--- src/rtl/uart_rx_pkg.sv ---
// uart_rx_pkg: shared state encoding and constants for the UART receive engine
package uart_rx_pkg;
   typedef enum logic [2:0] {S_IDLE, S_START, S_DATA, S_PARITY, S_STOP1, S_STOP2} rx_state_e;
   typedef enum logic {PAR_EVEN, PAR_ODD} par_typ_e;
   localparam int MIN_DATA_LEN = 5;
   localparam int SAMPLE_OFS = 2;
endpackage

--- src/rtl/uart_rx_sampler.sv ---
// uart_rx_sampler: per-bit oversampling edge counter and 3-sample majority voter
module uart_rx_sampler
   import uart_rx_pkg::*;
#(
   parameter int PRESC_W = 6
) (
   input  logic               CLK,
   input  logic               RST,
   input  logic               rx_in,
   input  logic               start,
   input  logic               clr,
   input  logic [PRESC_W-1:0] presc,
   output logic [PRESC_W-1:0] edge_cnt,
   output logic               bit_wrap,
   output logic               sample_done,
   output logic               sampled_bit
);
   logic [2:0]         smp;
   logic [PRESC_W-1:0] half;
   logic               in_win;
   assign half        = {1'b0, presc[PRESC_W-1:1]};
   assign bit_wrap    = edge_cnt == presc - PRESC_W'(1);
   assign sample_done = edge_cnt == half + PRESC_W'(SAMPLE_OFS);
   assign in_win      = (edge_cnt + PRESC_W'(1) >= half) && (edge_cnt <= half + PRESC_W'(1));
   assign sampled_bit = (smp[0] & smp[1]) | (smp[0] & smp[2]) | (smp[1] & smp[2]);
   // start cycle is edge 0, so a new frame resumes counting at 1
   always_ff @(posedge CLK) begin
      if (RST) begin
         edge_cnt <= '0;
         smp      <= '0;
      end else begin
         edge_cnt <= start ? PRESC_W'(1) : (clr || bit_wrap) ? '0 : edge_cnt + PRESC_W'(1);
         if (in_win) smp <= {smp[1:0], rx_in};
      end
   end
endmodule

--- src/rtl/uart_rx_core.sv ---
// uart_rx_core: configurable UART frame receiver (FSM, deserialiser, parity/stop checks)
module uart_rx_core
   import uart_rx_pkg::*;
#(
   parameter int DW      = 8,
   parameter int PRESC_W = 6
) (
   input  logic               CLK,
   input  logic               RST,
   input  logic               RX_IN,
   input  logic [PRESC_W-1:0] Prescale,
   input  logic [3:0]         DATA_LEN,
   input  logic               PAR_EN,
   input  logic               PAR_TYP,
   input  logic               STOP2,
   output logic [DW-1:0]      P_DATA,
   output logic               data_valid,
   output logic               par_err,
   output logic               stp_err,
   output logic               busy
);
   rx_state_e          state;
   par_typ_e           par_typ_l;
   logic [PRESC_W-1:0] presc_l, presc_c, edge_cnt;
   logic [3:0]         len_l, len_c, bit_idx;
   logic [DW-1:0]      sh;
   logic par_en_l, stop2_l, par_acc, par_bad, stp_bad;
   logic bit_wrap, sample_done, smp_bit;
   logic idle_start, final_dec, start_now, glitch, bad_state, to_idle, stp_now, last, good;
   // out-of-range settings are clamped so the counter and bit index always terminate
   assign presc_c    = (Prescale < PRESC_W'(8)) ? PRESC_W'(8) : Prescale;
   assign len_c      = (DATA_LEN < 4'(MIN_DATA_LEN)) ? 4'(MIN_DATA_LEN) : (DATA_LEN > 4'(DW)) ? 4'(DW) : DATA_LEN;
   assign idle_start = state == S_IDLE && !RX_IN && edge_cnt == '0;
   assign final_dec  = sample_done && (state == S_STOP2 || (state == S_STOP1 && !stop2_l));
   // a start bit already present at the final decision begins the next frame immediately
   assign start_now  = idle_start || (final_dec && !RX_IN);
   assign glitch     = sample_done && state == S_START && smp_bit;
   assign bad_state  = state > S_STOP2;
   assign to_idle    = (state == S_IDLE && !idle_start) || glitch || final_dec || bad_state;
   assign stp_now    = stp_bad || !smp_bit;
   assign good       = !stp_now && !par_bad;
   assign last       = bit_idx == len_l - 4'd1;
   uart_rx_sampler #(.PRESC_W(PRESC_W)) u_sampler (
      .CLK         (CLK),
      .RST         (RST),
      .rx_in       (RX_IN),
      .start       (start_now),
      .clr         (to_idle),
      .presc       (presc_l),
      .edge_cnt    (edge_cnt),
      .bit_wrap    (bit_wrap),
      .sample_done (sample_done),
      .sampled_bit (smp_bit)
   );
   // frame FSM with deserialiser, checkers and registered result pulses
   always_ff @(posedge CLK) begin
      if (RST) begin
         state      <= S_IDLE;
         presc_l    <= PRESC_W'(8);
         len_l      <= 4'(MIN_DATA_LEN);
         par_en_l   <= 1'b0;
         par_typ_l  <= PAR_EVEN;
         stop2_l    <= 1'b0;
         bit_idx    <= '0;
         sh         <= '0;
         par_acc    <= 1'b0;
         par_bad    <= 1'b0;
         stp_bad    <= 1'b0;
         P_DATA     <= '0;
         data_valid <= 1'b0;
         par_err    <= 1'b0;
         stp_err    <= 1'b0;
         busy       <= 1'b0;
      end else begin
         data_valid <= final_dec && good;
         par_err    <= final_dec && par_bad;
         stp_err    <= final_dec && stp_now;
         busy       <= start_now || !to_idle;
         if (final_dec && good) P_DATA <= sh;
         if (start_now) begin
            state     <= S_START;
            presc_l   <= presc_c;
            len_l     <= len_c;
            par_en_l  <= PAR_EN;
            par_typ_l <= par_typ_e'(PAR_TYP);
            stop2_l   <= STOP2;
            bit_idx   <= '0;
            sh        <= '0;
            par_acc   <= 1'b0;
            par_bad   <= 1'b0;
            stp_bad   <= 1'b0;
         end else begin
            case (state)
               S_IDLE: ;
               S_START: state <= glitch ? S_IDLE : bit_wrap ? S_DATA : S_START;
               S_DATA: begin
                  if (sample_done) begin
                     sh      <= sh | (DW'(smp_bit) << bit_idx);
                     par_acc <= par_acc ^ smp_bit;
                  end
                  if (bit_wrap) begin
                     bit_idx <= last ? '0 : bit_idx + 4'd1;
                     if (last) state <= par_en_l ? S_PARITY : S_STOP1;
                  end
               end
               S_PARITY: begin
                  if (sample_done) par_bad <= smp_bit != (par_acc ^ (par_typ_l == PAR_ODD));
                  if (bit_wrap) state <= S_STOP1;
               end
               S_STOP1: begin
                  if (sample_done && stop2_l) stp_bad <= !smp_bit;
                  state <= final_dec ? S_IDLE : (bit_wrap && stop2_l) ? S_STOP2 : S_STOP1;
               end
               S_STOP2: state <= final_dec ? S_IDLE : S_STOP2;
               default: state <= S_IDLE;
            endcase
         end
      end
   end
endmodule
--- config.mk ---
export PLATFORM = sky130hd
export DESIGN_NAME = uart_rx_core
export DESIGN_NICKNAME = d
export VERILOG_FILES = /design/src/rtl/uart_rx_pkg.sv /design/src/rtl/uart_rx_sampler.sv /design/src/rtl/uart_rx_core.sv
export SDC_FILE = /design/constraint.sdc
export NUM_CORES = 1
export LEC_CHECK = 0
export ABC_CLOCK_PERIOD_IN_PS = 3500
export CAP_MARGIN = 20
export CORE_ASPECT_RATIO = 0.5
export CORE_UTILIZATION = 44
export DETAILED_ROUTE_END_ITERATION = 8
export SYNTH_ARGS = -nofsm -noshare
export SYNTH_HDL_FRONTEND = slang
export SYNTH_HIERARCHICAL = 1
export SYNTH_SLANG_ARGS = --single-unit
--- constraint.sdc ---
create_clock -name CLK -period 3.5 [get_ports CLK]
set_input_delay 0.35 -clock CLK [delete_from_list [all_inputs] [get_ports CLK]]
set_output_delay 0.35 -clock CLK [all_outputs]
set_load 0.1 [all_outputs]
==> results of run 1 <==
-- layer usage --
| layer | wire length, um | track usage | vias up | share of wire |
|---|---|---|---|---|
| met2 | 2913 | 0.3347 | 31 | 0.46 |
| met5 | 0 | 0 | - | 0 |
| met1 | 3220 | 0.2397 | 1110 | 0.51 |
| met4 | 41 | 0.05425 | 0 | 0.0065 |
| met3 | 148 | 0.03289 | 4 | 0.023 |
| li1 | - | - | 1243 | - |
-- cells by family (layout without fill, tap and decap cells) --
logic type	Yosys count	after routing
flops	52	52
compound gates	54	54
fa+ha+maj	22	22
xor+xnor	29	29
buf+inv	33	54
simple gates	145	145
mux	15	15
-- power groups by stage --
stage	Sequential (mW)	Clock, mW	Combinational (mW)
floorplan	0.659	0	0.229
global placement	0.662	0	0.290
detailed placement	0.663	0	0.295
CTS	0.649	0.589	0.298
global route	0.652	0.614	0.330
finish	0.649	0.578	0.297
-- layout make-up --
| type | count | area [um2] | area share |
|---|---|---|---|
| Inverter | 16 | 60.06 | 0.01709 |
| Multi-Input combinational cell | 265 | 1828 | 0.5201 |
| Timing Repair Buffer | 30 | 292.8 | 0.08330 |
| Tap cell | 88 | 110.1 | 0.03133 |
| Clock inverter | 1 | 30.03 | 0.008544 |
| Clock buffer | 7 | 152.6 | 0.04343 |
| Sequential cell | 52 | 1041 | 0.2962 |
-- state kept, by name, indices dropped and copies added (netlist names), 3 cells and up --
register and count:
P_DATA 8, presc_l 6, len_l 4, bit_idx 4, u_sampler/edge_cnt 6, state 3
sh 8, u_sampler/smp 3
-- through the flow --
stage / setup slack, ps / area, um2
6_report: 414.8 / 3515
5_1_grt: 49.63 / 3515
4_1_cts: 275.6 / 3510
3_5_place_dp: 309.6 / 3327
3_3_place_gp: 477.7 / 3327
2_1_floorplan: 926.7 / 3014
-- synthesized netlist by cell type (all sizes together) (2+ instances only) --
cell type / instances
a31oi: 3
o21ai: 5
nand2: 35
nor4: 4
o22ai: 2
buf: 11
a21oi: 28
and3: 2
and3b: 2
nand3: 19
nor2b: 6
and2: 2
nand4: 2
nor2: 37
or3: 4
ha: 21
clkbuf: 6
o21bai: 2
inv: 16
nor3: 11
nand2b: 10
nand4b: 2
mux2i: 15
nor3b: 5
dfxtp: 52
o21a: 2
a211o: 2
xor2: 7
xnor2: 21
-- worst max path at each step --
| stage | to | slack (ps) | depth (start not counted) |
|---|---|---|---|
| detailed placement | u_sampler/edge_cnt[1]$_SDFF_PP0_ | 310 | 10 |
| floorplan | u_sampler/edge_cnt[1]$_SDFF_PP0_ | 930 | 13 |
| CTS | u_sampler/edge_cnt[5]$_SDFF_PP0_ | 280 | 11 |
| finish | u_sampler/edge_cnt[1]$_SDFF_PP0_ | 410 | 10 |
| global placement | u_sampler/edge_cnt[1]$_SDFF_PP0_ | 480 | 10 |
| global route | u_sampler/edge_cnt[2]$_SDFF_PP0_ | 50 | 11 |
-- what timing repair did --
action / in CTS / in global routing
gates resized for setup: 0 / 1
setup endpoints to repair: 0 / 5
hold endpoints to repair: 0 / 0
==> results.py, run 1 <==
metrics = {
    "outcome": {
        "status": "finished, final reports clean",
    },
    "global_routing": {
        "antenna_found_initial": 0,
        "grt_pass1_vias": 2273,
        "grt_pass1_wl_mm": 10.63,
        "grt_max_degree": 35,
        "track_usage": 0.1875,
        "grt_overflow_total": 0,
    },
    "setup_path": {
        "worstSetupEndpointType": "flop",
        "crit_start": "presc_l[4]$_SDFFE_PP0P_",
        "cpPeakStageDelay_ps": 560,
        "critPathBufInv": 1,
        "cp.arrival_ps": 3320,
        "crit_fanout": 16,
        "worstPathRequired_ps": 3730,
        "crit_family": "simple AND/OR/NAND/NOR gates",
        "crit_chain": "nand3_1 -> xnor2_1 -> mux2i_1 -> o22ai_1 -> and3_1 -> nand3_1 -> o21a_1 -> inv_2 -> nor3_2 -> and3b_1",
        "worstSetupPathType": "reg2reg",
        "timing.rr.end": "u_sampler/edge_cnt[1]$_SDFF_PP0_",
        "slowest_stage": "dfxtp_1",
        "reg2reg_depth": 10,
        "regToRegSetupSlack_ps": 410,
        "cp-start-kind": "flop",
        "worstReg2RegStart": "presc_l[4]$_SDFFE_PP0P_",
        "worst_path_most_repeated_cell": "nand3_1",
    },
    "clock_tree": {
        "hold_buffers": 0,
        "htree_levels": 2,
        "cts_buffers": 5,
        "cts_tree": "done",
        "clk_pin_slew_ps": 60,
        "cts-root-buf": "clkbuf_16",
        "cts_max_path_buffers": 2,
        "clkSinkCount": 52,
        "clk-insertion-delay-late_ps": 280,
        "post-cts-setup-buffer-count": 0,
    },
    "job": {
        "cap_violations": 0,
    },
    "floorplan": {
        "dieWidth_um": 119.1,
        "fp-row-count": 20,
        "die_h_um": 60.53,
        "core_mm2": 0.006331,
        "ios": 28,
        "die-area_mm2": 0.007206,
        "initial_core_util": 0.4761,
    },
    "pwr": {
        "power_switching_uw": 399.6,
        "power.internal_mw": 1.126,
        "power_density_mw_per_mm2": 434.0,
        "finalPower_mw": 1.525,
        "leakage_nw": 1.401,
        "p_sw_frac": 0.2620,
        "clkPwrFrac": 0.379,
        "p_comb_frac": 0.195,
        "peakVddDrop_mv": 0.2330,
        "p_seq_frac": 0.426,
    },
    "finish": {
        "instances_no_fill": 459,
        "diodes": 0,
        "fillerInstances": 604,
        "area_growth_pct": 16.60,
        "layout_commonest_cell": "dfxtp_1",
        "drive_gt1_frac": 0.06199,
        "postLayoutCoreUtil": 0.5551,
        "final_cell_mix": "52 x dfxtp_1, 37 x nor2_1, 35 x nand2_1, 28 x a21oi_1, 27 x clkdlybuf4s50_1",
        "nets": 407,
    },
    "logic_synthesis": {
        "synthTopCellsByArea": "dfxtp_1 35%, ha_1 8.7%, xnor2_1 6.1%",
        "avgSynthCellArea_um2": 8.612,
        "synth_area_mm2": 0.003014,
        "yosysUniqueCellTypes": 55,
        "synth-compound-area-share": 0.1249,
        "synthAdderAreaFrac": 0.09049,
        "syn-num-nets": 387,
        "synth_top_area_frac": 0.3454,
        "synth-simple-area-share": 0.2503,
        "synth_top_family_by_area": "simple AND/OR/NAND/NOR gates",
        "synth_ff_type": "dfxtp_1",
        "synth_edf_count": 0,
        "synth_seq_cells": 52,
        "yosysSeqAreaShare": 0.3454,
        "muxShareOfSynthArea": 0.04981,
        "synthCells": 350,
        "yosysTopAreaCell": "dfxtp_1",
        "synth_xor_area_frac": 0.08925,
        "yosysWarnings": 6,
        "synthArstFlopShare": 0,
    },
    "sta": {
        "tns_ps": 0,
        "hold_ws_ps": 465.1,
        "max_slew.worst_pin.slew_ps": 976.3,
        "report.final.slew_viol_count": 0,
        "period_share": 0.8815,
        "timing.slew.headroom": 0.3471,
        "hold_viol": 0,
        "rsz0062_at_grt": "no",
        "fmax_mhz": 324.1,
        "fin_crit_ps": 3085,
        "clock_skew_ps": 4.399,
        "setup_viol": 0,
    },
    "placed_design": {
        "gp_congestion": 0.8535,
        "dpl.hpwl_mm": 4.661,
        "port-buffer-count": 27,
        "dp_cells": 451,
    },
    "drt": {
        "wl_per_cell_um": 13.78,
        "drt_iter0_drc": 91,
        "wl_mm": 6.323,
        "drc": 0,
        "viasPerCell": 5.203,
        "vias": 2388,
        "dr.pass1.iters": 4,
        "ant_nets": 0,
    },
    "min_path": {
        "hold_class": "reg2reg",
        "min_from": "par_bad$_SDFFE_PP0P_",
        "hold_end": "data_valid$_SDFF_PP0_",
        "hold_depth": 1,
    },
}
Power figures use the tool's default switching activity.
==> inputs of run 2 (changes only) <==
CORE_UTILIZATION = 30   (was 44)
==> results.py, run 2 (synthesized netlist as in run 1, its figures left out) <==
metrics = {
    "outcome": {
        "status": "finished, final reports clean",
    },
    "min_path": {
        "hold_depth": 1,
        "hold_end": "data_valid$_SDFF_PP0_",
        "hold_class": "reg2reg",
        "min_from": "par_bad$_SDFFE_PP0P_",
    },
    "finish": {
        "layout_commonest_cell": "dfxtp_1",
        "nets": 408,
        "reg_top3": "P_DATA x8, sh x8",
        "instances_no_fill": 507,
        "fillerInstances": 981,
        "drive_gt1_frac": 0.06183,
        "multiInputGateArea_mm2": 0.001823,
        "final_cell_mix": "52 x dfxtp_1, 37 x nor2_1, 35 x nand2_1, 28 x a21oi_1, 27 x clkdlybuf4s50_1",
        "diodes": 0,
        "seq_area_mm2": 0.001041,
        "area_growth_pct": 17.56,
    },
    "setup_path": {
        "worstSetupEndpointType": "flop",
        "timing.rr.end": "u_sampler/edge_cnt[1]$_SDFF_PP0_",
        "reg2reg_depth": 11,
        "worstReg2RegStart": "presc_l[4]$_SDFFE_PP0P_",
        "worstPathRequired_ps": 3730,
        "worstSetupPathType": "reg2reg",
        "crit_fanout": 10,
        "cp.arrival_ps": 3200,
        "regToRegSetupSlack_ps": 530,
        "cp-start-kind": "flop",
    },
    "clock_tree": {
        "clk_pin_slew_ps": 70,
        "hold_buffers": 0,
        "clk-insertion-delay-late_ps": 290,
        "ctsResizeCount": 0,
        "cts_tree": "done",
        "htree_levels": 2,
        "cts_max_path_buffers": 2,
        "post-cts-setup-buffer-count": 0,
        "cts-root-buf": "clkbuf_16",
        "clkSinkCount": 52,
        "cts_buffers": 5,
    },
    "floorplan": {
        "die_h_um": 72.88,
        "die-area_mm2": 0.01048,
        "initial_core_util": 0.3139,
        "ios": 28,
        "dieWidth_um": 143.8,
        "fp-row-count": 25,
        "core_mm2": 0.009603,
    },
    "placed_design": {
        "dp_cells": 499,
        "dpl.hpwl_mm": 4.491,
        "port-buffer-count": 27,
        "gp_congestion": 0.8495,
        "place_ws_ps": 590.8,
    },
    "sta": {
        "fin_crit_ps": 2967,
        "hold_viol": 0,
        "max_slew.worst_pin.slew_ps": 978.5,
        "setup_slack_ps": 533.3,
        "tns_ps": 0,
        "fmax_mhz": 337.1,
        "timing.slew.headroom": 0.3456,
        "report.final.slew_viol_count": 0,
        "setup_viol": 0,
        "period_share": 0.8476,
        "clock_skew_ps": 6.040,
        "rsz0062_at_grt": "no",
    },
    "drt": {
        "drt_iter0_drc": 129,
        "wl_per_cell_um": 12.14,
        "ant_nets": 0,
        "viasPerCell": 4.635,
        "wl_mm": 6.156,
        "drc": 0,
        "vias": 2350,
        "dr.pass1.iters": 4,
    },
    "pwr": {
        "power_density_mw_per_mm2": 407.5,
        "peakVddDrop_mv": 0.2083,
        "leakage_nw": 1.385,
    },
    "global_routing": {
        "track_usage": 0.1306,
        "grt_overflow_total": 0,
        "grt_pass1_wl_mm": 10.80,
        "grt_max_degree": 36,
        "grt_pass1_vias": 2266,
        "antenna_found_initial": 0,
    },
    "job": {
        "cap_violations": 0,
    },
}
-- run 2: routing by layer --
metal / GRT usage / up-vias / share of wire
met1: 0.1727 / 1069 / 0.53
met3: 0.03478 / 4 / 0.028
met5: 0 / - / 0
li1: - / 1252 / -
met2: 0.2131 / 25 / 0.44
met4: 0.03073 / 0 / 0.0063
-- run 2: worst max-delay path by stage --
stage | end | depth (start not counted) | slack (ps) | from
final | u_sampler/edge_cnt[1]$_SDFF_PP0_ | 11 | 530 | presc_l[4]$_SDFFE_PP0P_
after global routing | u_sampler/edge_cnt[4]$_SDFF_PP0_ | 12 | 330 | presc_l[4]$_SDFFE_PP0P_
after detailed placement | u_sampler/edge_cnt[1]$_SDFF_PP0_ | 11 | 590 | presc_l[4]$_SDFFE_PP0P_
after global placement | u_sampler/edge_cnt[1]$_SDFF_PP0_ | 11 | 600 | presc_l[4]$_SDFFE_PP0P_
after floorplan | u_sampler/edge_cnt[1]$_SDFF_PP0_ | 13 | 930 | presc_l[3]$_SDFFE_PP1P_
after CTS | u_sampler/edge_cnt[1]$_SDFF_PP0_ | 11 | 570 | presc_l[4]$_SDFFE_PP0P_
-- run 2: report_power, final --
group          switching, mW  internal, mW  leakage, nW
combinational          0.159         0.137        0.893
clock                  0.229         0.270       0.0708
sequential            0.0348         0.613        0.421
total                  0.423          1.02         1.39
-- run 2: cell type report --
cell class | instances | share of cell area
multi-input cells | 265 | 0.5145
flip-flops and latches | 52 | 0.2938
repair buffers | 31 | 0.08475
well taps | 135 | 0.04767
clock buffers | 5 | 0.03531
inverters | 16 | 0.01695
clock inverters | 3 | 0.007062
-- run 2: per-stage QoR --
step	power, mW	util	area (um2)	hold WS, ps
2_1_floorplan	0.8886	-	3014	428.5
3_3_place_gp	0.9592	0.3534	3393	451.2
3_5_place_dp	0.9607	0.3534	3393	453.0
4_1_cts	1.469	0.3690	3543	465.5
5_1_grt	1.537	0.3690	3543	504.4
6_report	1.444	0.3690	3543	463.6
-- run 2: critical path: stages (launching register included) --
cell	delay, ps
dfxtp_1	580
nand3_1	150
xnor2_1	260
mux2i_1	220
o22ai_1	80
and3_1	280
nand2_1	170
nor2_1	60
a21oi_1	190
nand3_1	160
nor3_1	510
and3b_1	250
